<file path="src/rtl/uart_pkg.sv">
// Shared UART definitions: receiver FSM state type, default bit timing and
// frame width. The transmitter will import this package as well.
package uart_pkg;

    typedef enum logic [1:0] {
        IDLE,
        START,
        DATA,
        STOP
    } uart_rx_state_t;

    localparam int UART_CLKS_PER_BIT_DEFAULT = 868;  // 100 MHz / 115200
    localparam int UART_DATA_BITS            = 8;

endpackage : uart_pkg

</file>
<file path="src/rtl/sync_2ff.sv">
// One-bit two-flop synchroniser for an asynchronous input.
// Ports:
//   clk   - destination clock
//   rst   - asynchronous active-high reset, both flops load RST_VAL
//   d     - asynchronous input
//   q     - synchronised output (2 cycles latency)
module sync_2ff #(
    parameter logic RST_VAL = 1'b1
) (
    input  logic clk,
    input  logic rst,
    input  logic d,
    output logic q
);

    logic meta;

    // Two back-to-back flops; the first may go metastable, the second filters it.
    always_ff @(posedge clk or posedge rst) begin
        if (rst) begin
            meta <= RST_VAL;
            q    <= RST_VAL;
        end else begin
            meta <= d;
            q    <= meta;
        end
    end

endmodule : sync_2ff

</file>
<file path="src/rtl/uart_rx.sv">
// 8N1 UART receiver. Synchronises the raw line, finds the start bit on a
// high-to-low transition, samples every bit at mid-bit and delivers the byte
// with a one-cycle strobe. A low stop bit raises a framing-error strobe and
// the byte is dropped.
// Ports:
//   clk             - system clock
//   rst             - asynchronous active-high reset
//   i_rx            - raw serial line (idles high)
//   o_data          - last good byte, [0] is the MSB, first line bit in [7]
//   o_ready_to_read - one-cycle pulse when o_data takes a new byte
//   o_frame_err     - one-cycle pulse when the stop bit samples low
//   o_busy          - high whenever a frame is in progress
module uart_rx
    import uart_pkg::*;
#(
    parameter int CLKS_PER_BIT = UART_CLKS_PER_BIT_DEFAULT
) (
    input  logic                      clk,
    input  logic                      rst,
    input  logic                      i_rx,
    output logic [0:UART_DATA_BITS-1] o_data,
    output logic                      o_ready_to_read,
    output logic                      o_frame_err,
    output logic                      o_busy
);

    localparam int          HALF = CLKS_PER_BIT / 2;
    localparam int unsigned TW   = $clog2(CLKS_PER_BIT);
    localparam int unsigned IW   = $clog2(UART_DATA_BITS);

    logic                      rx_s;
    logic                      rx_prev;
    uart_rx_state_t            state_q, state_d;
    logic [TW-1:0]             timer_q, timer_d;
    logic [IW-1:0]             idx_q, idx_d;
    logic [UART_DATA_BITS-1:0] shift_q, shift_d;
    logic [0:UART_DATA_BITS-1] data_d;
    logic                      rdy_d;
    logic                      ferr_d;
    logic                      busy_d;
    logic                      bit_end;

    sync_2ff #(
        .RST_VAL (1'b1)
    ) u_sync (
        .clk (clk),
        .rst (rst),
        .d   (i_rx),
        .q   (rx_s)
    );

    assign bit_end = (timer_q == TW'(CLKS_PER_BIT - 1));

    // State, counters, shift register and registered outputs.
    always_ff @(posedge clk or posedge rst) begin
        if (rst) begin
            state_q         <= IDLE;
            timer_q         <= '0;
            idx_q           <= '0;
            shift_q         <= '0;
            rx_prev         <= 1'b1;
            o_data          <= '0;
            o_ready_to_read <= 1'b0;
            o_frame_err     <= 1'b0;
            o_busy          <= 1'b0;
        end else begin
            state_q         <= state_d;
            timer_q         <= timer_d;
            idx_q           <= idx_d;
            shift_q         <= shift_d;
            rx_prev         <= rx_s;
            o_data          <= data_d;
            o_ready_to_read <= rdy_d;
            o_frame_err     <= ferr_d;
            o_busy          <= busy_d;
        end
    end

    // Next-state and output decode.
    always_comb begin
        state_d = state_q;
        timer_d = timer_q;
        idx_d   = idx_q;
        shift_d = shift_q;
        data_d  = o_data;
        rdy_d   = 1'b0;
        ferr_d  = 1'b0;

        case (state_q)
            IDLE: begin
                timer_d = '0;
                // Edge, not level: a held-low line (break) must rise first.
                if (rx_prev && !rx_s) begin
                    state_d = START;
                end
            end

            START: begin
                if (timer_q == TW'(HALF - 1)) begin
                    timer_d = '0;
                    if (rx_s) begin
                        state_d = IDLE;
                    end else begin
                        idx_d   = '0;
                        state_d = DATA;
                    end
                end else begin
                    timer_d = timer_q + TW'(1);
                end
            end

            DATA: begin
                if (bit_end) begin
                    timer_d = '0;
                    shift_d = {rx_s, shift_q[UART_DATA_BITS-1:1]};
                    idx_d   = idx_q + IW'(1);
                    if (idx_q == IW'(UART_DATA_BITS - 1)) begin
                        state_d = STOP;
                    end
                end else begin
                    timer_d = timer_q + TW'(1);
                end
            end

            STOP: begin
                if (bit_end) begin
                    timer_d = '0;
                    state_d = IDLE;
                    if (rx_s) begin
                        data_d = shift_q;
                        rdy_d  = 1'b1;
                    end else begin
                        ferr_d = 1'b1;
                    end
                end else begin
                    timer_d = timer_q + TW'(1);
                end
            end

            default: begin
                state_d = IDLE;
                timer_d = '0;
            end
        endcase

        busy_d = (state_d != IDLE);
    end

endmodule : uart_rx
</file>
<file path="config.mk">
export PLATFORM = sky130hd
export DESIGN_NAME = uart_rx
export DESIGN_NICKNAME = d
export VERILOG_FILES = /design/src/rtl/uart_pkg.sv /design/src/rtl/sync_2ff.sv /design/src/rtl/uart_rx.sv
export SDC_FILE = /design/constraint.sdc
export NUM_CORES = 1
export LEC_CHECK = 0
export CAP_MARGIN = 20
export CORE_AREA = 2 2 48 72
export DETAILED_ROUTE_END_ITERATION = 16
export DIE_AREA = 0 0 50 74
export MAX_ROUTING_LAYER = met4
export PLACE_DENSITY = 0.79
export SETUP_SLACK_MARGIN = 0.15
export SLEW_MARGIN = 0
export SYNTH_ARGS = -nofsm -noshare
export SYNTH_HDL_FRONTEND = slang
export SYNTH_SLANG_ARGS = --single-unit
</file>
<file path="constraint.sdc">
create_clock -name clk -period 2.4 [get_ports clk]
set_input_delay 0.48 -clock clk [delete_from_list [all_inputs] [get_ports clk]]
set_output_delay 0.48 -clock clk [all_outputs]
set_load 0.005 [all_outputs]
</file>
==> impl_metrics.ini, run 1 <==
[timing]
max_freq_ghz = 0.487
drv_slew = 0
fin_crit_ns = 2.05
worst_pin_slew_ns = 0.466
fin_worst_skew_ns = 0.00567
setup_viol = 0
finalCritPeriodShare_pct = 85.5
finalSetupTns_ns = 0
hold_viol = 0
timing.slew.headroom_pct = 68.9
grt_setup_unrepaired = false
setup_ws_ns = 0.348

[yosys]
syn_nets = 135
synthSimpleGateAreaFrac_pct = 14.6
ys_warn_count = 0
synth_top_area_share_pct = 51.1
synthCells = 128
avgSynthCellArea_sq_um = 13.0
synthAdderAreaFrac_pct = 3.00
yosys.area.top_type = dfrtp_1
synthTopCellsByCount = 34 x dfrtp_1, 16 x nor2_1, 9 x mux2_2
synth_most_common_cell = dfrtp_1
synth_compound_area_share_pct = 4.20
synth_edf_count = 0
seq_area_frac_synth_pct = 55.8
synthXorXnorAreaFrac_pct = 4.20
ys.flop_type = dfrtp_1
synth.mux.area_fraction_pct = 13.9
ys_types = 35
synthTopCellsByArea = dfrtp_1 51%, mux2_4 7.2%, mux2_2 6.1%
synth_top_family_by_area = simple AND/OR/NAND/NOR gates
synth_async_sr_flop_share_pct = 100
yosys_register_bits = 37
syn-cell-area_sq_um = 1670

[place]
portBuffers = 13
pre_cts_slack_ns = 0.355
hpwl_um = 1770
place_congestion = 0.778

[global_route]
grt_pass1_wl_um = 4690
grt_pass1_vias = 1045
track_usage_pct = 17.7
globalRouteOverflowTotal = 0
antenna_found_initial = 0
grt_start_max_net_pins = 38

[critical_path]
end_kind = flop
path_cells = ha_1 -> nand4bb_1 -> nor3_4 -> and2_2 -> mux2_2
critPathMaxStageDelay_ns = 0.41
start_kind = flop
critPathMaxFanout = 10
cp.required_ns = 2.57
critPathArrivalTime_ns = 2.22
worstSetupPathType = reg2reg
cp_slowest_cell = dfrtp_1

[cells_and_area]
antenna_cells = 0
final_util_pct = 60.9
synthToLayoutAreaGrowth_pct = 13.2
drive_gt1_share_pct = 24.0
fin_nets = 152

[pwr]
power_mw = 1.34
power.leakage_nw = 0.860
powerDensity_nw_per_um2 = 710
ir_drop_mv = 0.511

[clock_network]
worstSkewPairLatency_ns = 0.29
cts-htree-levels = 2
cts_tree = done
cts_resized = 0
ctsRootBufferMaster = clkbuf_8
post-cts-setup-buffer-count = 0
path_clk_slew_ns = 0.07
numCtsBuffers = 5
clock_path_buffers = 2
cts.sinks = 37
ctsHoldBuffers = 0

[job]
drv_cap = 0

[floorplan]
die_x_um = 50
core-area_sq_um = 3100
rows = 25
die_area_sq_um = 3700
ios = 14
die_h_um = 74
initial_core_util_pct = 53.8

[route]
firstDrtPassIters = 4
wl_um = 2580
drtIter0Drc = 24
ant_nets = 0
route.detailed.drc = 0
via_per_inst = 5.42
vias = 1009
wl_per_cell_um = 13.8

[run_status]
status = finished, final reports clean

[min_path]
hold_path_class = reg2reg
## power breakdown
part	internal [mW]	switching, mW
clock network	0.201	0.202
registers	0.686	0.0881
logic	0.0774	0.0862
total	0.964	0.376
## layout by cell type (no fill, tap or decap), types with 2 or more instances in the layout
master           synthesis  final
dfrtp_1                 34     34
nor2_1                  16     16
clkdlybuf4s50_1          0     13
mux2_2                   9      9
mux2_4                   8      8
inv_1                    6      6
nand3_1                  6      6
xnor2_1                  6      6
nand2_1                  5      5
clkbuf_8                 0      5
ha_1                     4      4
dfstp_2                  3      3
nor2b_1                  2      2
xor2_1                   2      2
nor4_1                   2      2
nor3_1                   2      2
a22o_1                   2      2
clkinv_2                 0      2
## worst paths after layout
path	start	endpoint	slack [ns]	depth (start not counted)
min reg2reg	u_sync.meta	u_sync.q	0.36	0
min in group asynchronous	rst	o_data[6]	0.59	3
min	u_sync.meta	u_sync.q	0.36	0
max	timer_q[0]	shift_q[5]	0.35	5
max in group asynchronous	rst	u_sync.meta	1.46	3
max reg2reg	timer_q[0]	shift_q[5]	0.35	5
## cell families (layout without fill, tap and decap cells)
family	Yosys count	count (layout)
compound gates	8	8
xor+xnor	8	8
fa+ha+maj	4	4
buf+inv	10	28
flops	37	37
mux	18	18
simple gates	43	43
## cell type report
cell class | instances | area, sq um
Fill cell | 242 | 1210
Sequential cell | 37 | 930
Multi-Input combinational cell | 81 | 664
Timing Repair Buffer | 14 | 138
Clock buffer | 6 | 72.6
Tap cell | 40 | 50.0
Inverter | 6 | 22.5
Clock inverter | 2 | 10.0
## registers in the layout, summed over array words and instances, names as in the netlist
signal	flops
idx_q	3
o_busy	1
o_data	8
o_frame_err	1
o_ready_to_read	1
rx_prev	1
shift_q	8
state_q	2
timer_q	10
u_sync.meta	1
u_sync.q	1
## per-stage QoR
stage               instances  instance area [sq um]  hold slack (ns)
floorplan                 128                   1670            0.345
global placement          178                   1800            0.346
detailed placement        178                   1800            0.349
CTS                       186                   1890            0.358
global route              186                   1890            0.359
finish                    186                   1890            0.357
## per-layer routing
metal / routed length (um) / vias up / track usage, % / part of all wire [%]
li1: - / 471 / - / -
met1: 1090 / 504 / 19.9 / 42
met2: 1320 / 27 / 27.8 / 51
met3: 102 / 7 / 5.62 / 4.0
met4: 64 / 0 / 10.2 / 2.5
met5: 0 / - / - / 0
## worst max-delay path, delay by kind of cell (launching register included)
family                   cells  cell delay, ns
flip-flops                   1            0.41
multiplexers                 1            0.37
adder cells (fa/ha/maj)      1            0.25
AND/OR/NAND/NOR              3            0.91
Note: power is estimated with default switching activity, not from simulation.
==> inputs of run 2 (changes only) <==
- CORE_AREA: 2 2 48 72 -> 2 2 56 85
- DIE_AREA: 0 0 50 74 -> 0 0 58 87
- GPL_TIMING_DRIVEN: unset -> 0
- PLACE_DENSITY: 0.79 -> 0.61
- clock period: 2.4 -> 2.36 ns (I/O delays scaled with it)
==> run 2 against run 1 <==
Against the previous run:
- design area is 5.2% higher
- highest routed layer unchanged
- total power is 8.3% higher
- maximum frequency is 0.19% lower
- combinational power is 27% higher
- clock skew is 0.0014 ns higher
- critical path type unchanged
- hold slack hardly changed
- die area is 36% higher
- register-to-register slack worse by 0.04 ns
==> impl_metrics.ini, run 2 (same netlist as run 1, synthesis figures left out) <==
[cells_and_area]
antenna_cells = 0
synthToLayoutAreaGrowth_pct = 19.1
final_cell_mix = 34 x dfrtp_1, 16 x nor2_1, 13 x clkdlybuf4s50_1, 9 x mux2_2, 8 x mux2_4
largestRegisters = timer_q x10, o_data x8, shift_q x8
final_common_cell = dfrtp_1
top_register = timer_q
drive_gt1_share_pct = 26.7
fin_nets = 156
largest_reg_flops = 10

[timing]
setup_viol = 0
fin_crit_ns = 2.06
fin_worst_skew_ns = 0.00705
drv_slew = 0
timing.slew.headroom_pct = 49.2
max_freq_ghz = 0.486
finalSetupTns_ns = 0
grt_setup_unrepaired = false
worst_pin_slew_ns = 0.760
finalCritPeriodShare_pct = 87.1
hold_viol = 0

[pwr]
switching_share_pct = 27.0
power_mw = 1.45
p_sw_mw = 0.391
power.share.sequential_pct = 53.1
cell_internal_pwr_mw = 1.06
clkPwrFrac_pct = 32.5
powerDensity_nw_per_um2 = 731
ir_drop_mv = 0.538
power.leakage_nw = 0.902
p_comb_share_pct = 14.3

[floorplan]
rows = 30
die_x_um = 58
initial_core_util_pct = 38.3
ios = 14
core-area_sq_um = 4350
die_h_um = 87
die_area_sq_um = 5050

[critical_path]
cp.required_ns = 2.53
critPathMaxFanout = 9
worstSetupPathType = reg2reg
start_kind = flop
reg2reg_slack_ns = 0.30
end_kind = flop
critPathArrivalTime_ns = 2.23

[clock_network]
ctsRootBufferMaster = clkbuf_8
cts-htree-levels = 2
cts_resized = 0
cts.sinks = 37
cts_tree = done
post-cts-setup-buffer-count = 0
path_clk_slew_ns = 0.07
ctsHoldBuffers = 0
worstSkewPairLatency_ns = 0.29
numCtsBuffers = 5
clock_path_buffers = 2

[route]
firstDrtPassIters = 4
vias = 992
route.detailed.drc = 0
wl_um = 2610
wl_per_cell_um = 13.2
via_per_inst = 5.01
drtIter0Drc = 35
ant_nets = 0

[place]
hpwl_um = 1870
place_congestion = 0.857
portBuffers = 13

[global_route]
antenna_found_initial = 0
track_usage_pct = 12.5
globalRouteOverflowTotal = 0
grt_pass1_wl_um = 4730
grt_pass1_vias = 1096
grt_start_max_net_pins = 21

[run_status]
status = finished, final reports clean

[job]
drv_cap = 0

[min_path]
hold_path_class = reg2reg
## run 2: per-layer routing
metal  vias to the layer above  part of all wire [%]  track usage, %
li1                        480                     -               -
met1                       489                    44            13.4
met2                        17                    51            20.8
met3                         6                   3.8            4.16
met4                         0                   1.7            5.50
met5                         -                     0               -
## run 2: worst paths after layout
kind	startpoint	end	cells after the start
worst max-delay path	timer_q[0]	o_data[0]	6
worst min-delay path	u_sync.meta	u_sync.q	0
worst max register to register	timer_q[0]	o_data[0]	6
worst min register to register	u_sync.meta	u_sync.q	0
max in group asynchronous	rst	u_sync.meta	3
min in group asynchronous	rst	o_data[6]	2
## run 2: cell type report
class	count	area (sq um)
Multi-Input combinational cell	81	664
Inverter	6	22.5
Fill cell	406	2370
Timing Repair Buffer	14	158
Clock buffer	7	96.3
Buffer	4	50.0
Sequential cell	37	930
Tap cell	48	60.1
Clock inverter	1	5.00
## run 2: per-stage QoR
step	instances	setup WS, ns	hold slack (ns)	util, %	area, sq um
after floorplan	128	0.435	0.345	-	1670
after global placement	189	0.293	0.346	42.6	1860
after detailed placement	190	0.301	0.350	43.3	1880
after CTS	198	0.292	0.359	45.6	1990
after global routing	198	0.177	0.365	45.6	1990
final	198	0.304	0.357	45.6	1990
## run 2: power groups by stage
stage                     clock network (mW)  logic, mW  registers, mW
after floorplan                            0      0.169          0.764
after global placement                     0      0.197          0.777
after detailed placement                   0      0.210          0.782
after CTS                              0.492      0.211          0.770
after global routing                   0.519      0.242          0.782
final                                  0.472      0.208          0.771
## run 2: critical path, stage by stage, from the launching register on
cell	delay (ns)
dfrtp_1	0.41
ha_1	0.25
nand4bb_1	0.20
nor3_4	0.37
and4_4	0.28
buf_12	0.14
mux2_4	0.30
